<file path="src/rtl/mux_rr_arbiter.sv">
// Round-robin arbiter for eight requesters with an 8:1 data mux.
// The winner holds the grant for up to MAX_HOLD cycles, the mux output is
// captured every GRANT cycle, and each handover passes through exactly one
// RELEASE cycle with no grant asserted.
module mux_rr_arbiter #(
    parameter int MAX_HOLD = 4   // legal range 1..15 (cnt is 4 bits wide)
) (
    input  logic       clk,
    input  logic       rst_n,
    input  logic [7:0] req,
    input  logic [7:0] in,
    output logic [7:0] gnt,
    output logic [2:0] sel,
    output logic       busy,
    output logic       out,
    output logic       out_valid
);

    typedef enum logic [1:0] {
        IDLE    = 2'd0,
        GRANT   = 2'd1,
        RELEASE = 2'd2
    } state_t;

    localparam logic [3:0] HOLD_LIMIT = 4'(MAX_HOLD);

    state_t     state_q;
    logic [2:0] ptr_q;
    logic [3:0] cnt_q;
    logic [7:0] gnt_q;
    logic [2:0] sel_q;
    logic       busy_q;
    logic       out_q;
    logic       out_valid_q;

    // Request vector rotated so that bit 0 is the requester at ptr_q.
    logic [7:0] req_rot;
    logic [2:0] win_off;
    logic [2:0] winner;
    logic [7:0] winner_onehot;
    logic       keep_grant;

    // Rotation by the pointer; 3-bit index arithmetic gives the mod-8 wrap.
    for (genvar gi = 0; gi < 8; gi++) begin : g_rot
        assign req_rot[gi] = req[ptr_q + 3'(gi)];
    end

    // Lowest set bit of the rotated vector is the first requester at or after ptr.
    always_comb begin
        win_off = 3'd0;
        for (int k = 7; k >= 0; k--) begin
            if (req_rot[k]) begin
                win_off = 3'(k);
            end
        end
    end

    assign winner        = ptr_q + win_off;
    assign winner_onehot = 8'b1 << winner;

    // Owner keeps the grant while it still requests and has tenure left.
    assign keep_grant = req[sel_q] && (cnt_q < HOLD_LIMIT);

    // Arbitration FSM; every output is a register updated here.
    always_ff @(posedge clk or negedge rst_n) begin
        if (!rst_n) begin
            state_q     <= IDLE;
            ptr_q       <= 3'd0;
            cnt_q       <= 4'd0;
            gnt_q       <= 8'd0;
            sel_q       <= 3'd0;
            busy_q      <= 1'b0;
            out_q       <= 1'b0;
            out_valid_q <= 1'b0;
        end else begin
            case (state_q)
                // IDLE and RELEASE arbitrate identically; ptr is never touched here.
                IDLE, RELEASE: begin
                    out_valid_q <= 1'b0;
                    if (|req) begin
                        state_q <= GRANT;
                        gnt_q   <= winner_onehot;
                        sel_q   <= winner;
                        cnt_q   <= 4'd1;
                        busy_q  <= 1'b1;
                    end else begin
                        state_q <= IDLE;
                        gnt_q   <= 8'd0;
                        busy_q  <= 1'b0;
                    end
                end
                GRANT: begin
                    // Capture happens on every GRANT edge, the exit edge included.
                    out_q       <= in[sel_q];
                    out_valid_q <= 1'b1;
                    if (keep_grant) begin
                        cnt_q <= cnt_q + 4'd1;
                    end else begin
                        // sel holds the last owner; priority moves just past it.
                        state_q <= RELEASE;
                        gnt_q   <= 8'd0;
                        busy_q  <= 1'b0;
                        ptr_q   <= sel_q + 3'd1;
                    end
                end
                default: begin
                    state_q     <= IDLE;
                    gnt_q       <= 8'd0;
                    busy_q      <= 1'b0;
                    out_valid_q <= 1'b0;
                end
            endcase
        end
    end

    assign gnt       = gnt_q;
    assign sel       = sel_q;
    assign busy      = busy_q;
    assign out       = out_q;
    assign out_valid = out_valid_q;

endmodule

</file>
<file path="config.mk">
export PLATFORM = sky130hd
export DESIGN_NAME = mux_rr_arbiter
export DESIGN_NICKNAME = d
export VERILOG_FILES = /design/src/rtl/mux_rr_arbiter.sv
export SDC_FILE = /design/constraint.sdc
export NUM_CORES = 1
export LEC_CHECK = 0
export ABC_AREA = 1
export BUFFER_PORTS_ARGS = -buffer_cell sky130_fd_sc_hd__buf_2
export CAP_MARGIN = 30
export CORE_MARGIN = 10
export CORE_UTILIZATION = 55
export DETAILED_ROUTE_END_ITERATION = 12
export PLACE_DENSITY = 0.86
export SLEW_MARGIN = 30
export SYNTH_ARGS = -nofsm -noshare
export SYNTH_HDL_FRONTEND = slang
export SYNTH_SLANG_ARGS = --single-unit
</file>
<file path="constraint.sdc">
create_clock -name clk -period 4 [get_ports clk]
set_input_delay 0.8 -clock clk [delete_from_list [all_inputs] [get_ports clk]]
set_output_delay 0.8 -clock clk [all_outputs]
set_load 0.05 [all_outputs]
</file>
* Yosys cells after proc, flatten, opt, wreduce, memory -nomap -nowiden
Cells that the tools add are included.
** Word-level totals
- Register bits after elaboration :: 23
- Input port bits :: 18
- Output and inout port bits :: 14
- Logic and storage cells :: 84
** Operators by class
- $add $sub $neg :: 10
- Order comparisons :: 10
- Equality and inequality tests :: 5
- Shift-type cells :: 1
- Multiplexer cells :: 41
- Bitwise logic cells :: 1
- Reduce and logical (&&, ||, !) cells :: 8
** Operator list (count)
- less-than comparator 3 x 4 -> 1 bit, second input constant :: 9
- binary-select mux 1 bit (select 3 bit) :: 10
- two-way mux 3 bit :: 8
- two-way mux 8 bit :: 2
- case mux 8 bit (2 select lines) :: 1
- two-way mux 1 bit :: 14
- adder 3 bit, second input constant :: 4
- two-way mux 4 bit :: 2
- case mux 4 bit (2 select lines) :: 1
- OR reduction 8 bit :: 1
- left shift 1 x 3 -> 8 bit, first input constant :: 1
- adder 3 x 1 -> 3 bit, second input constant :: 2
- adder 3 x 2 -> 3 bit, second input constant :: 2
- != test 2 bit, second input constant :: 3
- adder 4 x 1 -> 4 bit, second input constant :: 1
- less-than comparator 4 x 3 -> 1 bit, second input constant :: 1
- case mux 2 bit (2 select lines) :: 1
- AND reduction 2 bit :: 2
- adder 3 bit :: 1
- AND reduction 3 bit :: 1
- == test 2 x 1 -> 1 bit, second input constant :: 1
- == test 2 bit, second input constant :: 1
- logical NOT 2 bit :: 1
- two-way mux 2 bit :: 1
- 5 further kinds :: 5

* Longest topological paths before layout
- Depth after elaboration :: 15
- Gate-level depth with buffers :: 22
- Mapped depth without buffers :: 21

* Worst setup path before layout
Ideal clock, no wire load.
- Path type :: register to register
- From :: register ptr_q[0]
- To :: register gnt_q[2] (netlist: gnt[2])
- Library setup time :: 118 ps
- Arrival :: 2849 ps
- Required time :: 3882 ps
- Setup slack :: 1033 ps
- Stages on the path, launching flop included :: 23
- Path buffers :: 1
- Clock period less this slack :: 2967 ps
- Path through :: dfrtp_1 buf_6 inv_6 ha_1 inv_1 nand3_1 nand3_1 nand2_1 nand2_1 nand2_1 nand2_1 nand2_1 nand2_1 a21boi_0 ha_1 inv_1 fa_1 xor2_1 inv_1 nand3_4 nand2_4 nand2_1 nand2_1
** Between the ends
- Cells in the longest elaborated chain, start to end :: 15
- Elaborated cells on any way between the ends :: 35
- Those cells by class :: add/sub: 8; shift: 1; mux: 26
** Ends and longest elaborated chain
- start, declared :: line 28 : logic [2:0] ptr_q;
- start signal, assigned :: line 103 : ptr_q <= sel_q + 3'd1;
- adder 3 bit :: line 45 : assign req_rot[gi] = req[ptr_q + 3'(gi)];
- binary-select mux 1 bit (select 3 bit) :: line 45
- two-way mux 1 bit (not written as such) :: line 45
- two-way mux 3 bit (8 in series) :: line 52 : if (req_rot[k]) begin
- adder 3 bit (*) :: line 58 : assign winner = ptr_q + win_off;
- left shift 1 x 3 -> 8 bit (*) :: line 59 : assign winner_onehot = 8'b1 << winner;
- two-way mux 8 bit (*) :: line 80 : if (|req) begin
- case mux 8 bit (2 select lines) (*) :: line 76 : case (state_q)
- end signal, assigned :: line 82 : gnt_q <= winner_onehot;
- end, declared :: line 30 : logic [7:0] gnt_q;
Mark *: on every way between the ends. The rest lies on a longest branch, timed or not. The select of a mux whose other input is x is not followed.
A chain may end at the register's enable or synchronous reset.

* Worst setup path after layout
- From :: register ptr_q[0]
- To :: register gnt_q[7] (netlist: gnt[7])
The elaborated chain is that of the path after synthesis.

==> flow_summary.toml <==
[clock_tree]
clkTransAtPathRegs_ps = 120
cts_made_buffers = 3
cts_resized = 0
clock_path_buffers = 2
post_cts_buffers = 0
cts_root_buffer = "clkbuf_4"
cts.sinks = 22
postCtsHoldBufs = 0
tritoncts = "yes"
cts_max_level = 1
clock_latency_ps = 310

[status]
status = "finished clean"

[timing]
period_needed_ps = 3500
worstMarginPinSlew_ps = 496
period_share_pct = 87.6
finalSetupViolCount = 0
final.setup.tns_ps = 0
fin_worst_skew_ps = 4.22
rsz0062_at_grt = "false"
drv_slew = 0
hold_ws_ps = 428
slew_headroom_pct = 67.0
fmax_mhz = 286
hold_viol_final = 0

[floorplan]
dieHeight_um = 75.4
io_pins = 32
die_w_um = 75.4
start_util_pct = 56.2
core-area_um2 = 3000
rows = 20
die_area_um2 = 5680

[worst_setup_path]
path_cells = "inv_6 > ha_1 > inv_1 > nand3_1 > nand3_1 > nand2_1 > inv_1 > nand2_1 > nand2_1 > nand2_1 > nand2_1 > a21boi_0 > ha_1 > inv_1 > fa_1 > or2_2 > nor2_1 > nand3_1 > nand2_1"
critPathCaptureType = "register"
critPathMaxStageDelay_ps = 640
cp_common_cell = "nand2_1"
cp_max_fo = 12
critPathRequiredTime_ps = 4260
critical_path_class = "register to register"
cp_slowest_cell = "dfrtp_1"
cp_data_arrival_time_ps = 3760
startpoint_type = "register"

[cells_and_area]
drive_gt1_share_pct = 23.9
nets = 289
area_growth_pct = 12.5
post-route-util_pct = 63.2
antenna_cells = 0

[global_route]
grt-ovfl-total = 0
grt_pass1_vias = 1534
grt_pass1_wl_um = 6470
grt_max_degree = 23
antenna_found_initial = 0
track_usage_pct = 14.2

[synth]
avgSynthCellArea_um2 = 7.24
synth-compound-area-share_pct = 6.38
synth_top_family_by_area = "simple AND/OR/NAND/NOR gates"
synth_edf_count = 0
synth_top_area_share_pct = 32.6
synth_cells = 233
synth.area.mux_share_pct = 0
synthXorXnorAreaFrac_pct = 4.60
ys_types = 32
synth_commonest_cells = "81 x nand2_1, 30 x nand3_1, 22 x dfrtp_1, 18 x nor2_1, 14 x inv_1"
yosys.area.top_type = "dfrtp_1"
ys_ff_latch = 22
yosysMostFrequentCell = "nand2_1"
yosysSeqAreaShare_pct = 32.6
synthFlopType = "dfrtp_1"
synthSimpleGateAreaFrac_pct = 45.1
synthTopCellsByArea = "dfrtp_1 33%, nand2_1 18%, nand3_1 8.9%"
syn_nets = 257
synth_warnings = 0
synthAdderAreaFrac_pct = 4.89
syn-cell-area_um2 = 1690
ys_async_sr_fraction_pct = 100

[route]
wl_per_cell_um = 13.0
drtPass1Iterations = 4
drt_iter0_markers = 99
postRouteAntennaNets = 0
totalWireLength_um = 3870
vias_per_cell = 5.41
drc = 0
num_vias = 1608

[place]
place_congestion = 0.837
io_buffers = 31
hpwl_um = 3130

[run]
max-cap-violations = 0

[worst_hold_path]
hold_class = "primary input to asynchronous set/reset pin"
[critical path, delay by kind of cell (launching register included)]
kind                     cells  cell delay (ps)
buffers and inverters        4              330
AND/OR/NAND/NOR             11             1200
AO/OA/AOI/OAI                1              200
adder cells (fa/ha/maj)      3             1070
flip-flops                   1              640
[area by class of cell]
class	count	area, µm²
Fill cell	271	1100
Multi-Input combinational cell	190	1030
Sequential cell	22	551
Timing Repair Buffer	31	155
Inverter	17	68.8
Tap cell	33	41.3
Clock inverter	1	30.0
Clock buffer	3	22.5
[flip-flops by register name, indices dropped and copies added, names as in the netlist]
| signal | cells |
|---|---|
| busy | 1 |
| gnt | 8 |
| state_q | 1 |
| ptr_q | 3 |
| out_valid | 1 |
| cnt_q | 4 |
| sel | 3 |
| out | 1 |
[through the flow]
| stage | std cells | instance area, µm² | worst slack, ps |
|---|---|---|---|
| 4_1_cts | 297 | 1900 | 539 |
| 6_report | 297 | 1900 | 498 |
| 5_1_grt | 297 | 1900 | 107 |
| 3_3_place_gp | 293 | 1850 | 647 |
| 2_1_floorplan | 233 | 1690 | 1030 |
| 3_5_place_dp | 293 | 1850 | 565 |
[kinds of logic (layout without fill, tap and decap cells)]
| group | after synthesis | in the layout |
|---|---|---|
| DFF | 22 | 22 |
| xor gates and xnor gates | 8 | 8 |
| buffers and inverters | 21 | 52 |
| and+or+nand+nor | 158 | 158 |
| adders and majority gates | 6 | 6 |
| AOI/OAI and AO/OA | 18 | 18 |
[per-layer routing]
layer	GRT usage [%]	part of all wire, %
met3	2.60	4.3
met1	16.6	41
met2	25.7	53
met5	0	0
met4	3.92	1.3
[cells in the final DEF, fill, tap and decap left out, types with 2 or more instances in the layout]
| master | n |
|---|---|
| nand2_2 | 11 |
| nor2_1 | 18 |
| nand2_4 | 4 |
| buf_2 | 31 |
| clkbuf_4 | 3 |
| nand4_1 | 2 |
| o211ai_1 | 2 |
| nand2_1 | 81 |
| inv_1 | 14 |
| ha_1 | 5 |
| nand3_2 | 6 |
| xnor2_1 | 4 |
| dfrtp_1 | 22 |
| o21ai_0 | 11 |
| xor2_1 | 3 |
| nand3_1 | 30 |
[path summary, 6_finish.rpt]
path	startpoint	slack [ps]	depth (start not counted)	endpoint
max	ptr_q[0]	500	19	gnt[7]
max reg2reg	ptr_q[0]	500	19	gnt[7]
min reg2reg	gnt[4]	490	2	gnt[4]
min	rst_n	430	1	gnt[7]
min in group clk	gnt[4]	490	2	gnt[4]
max in group asynchronous	rst_n	3240	1	cnt_q[1]
Power is not shown: default switching activity piles up to over one toggle a cycle in this logic, so the estimate is an artifact.
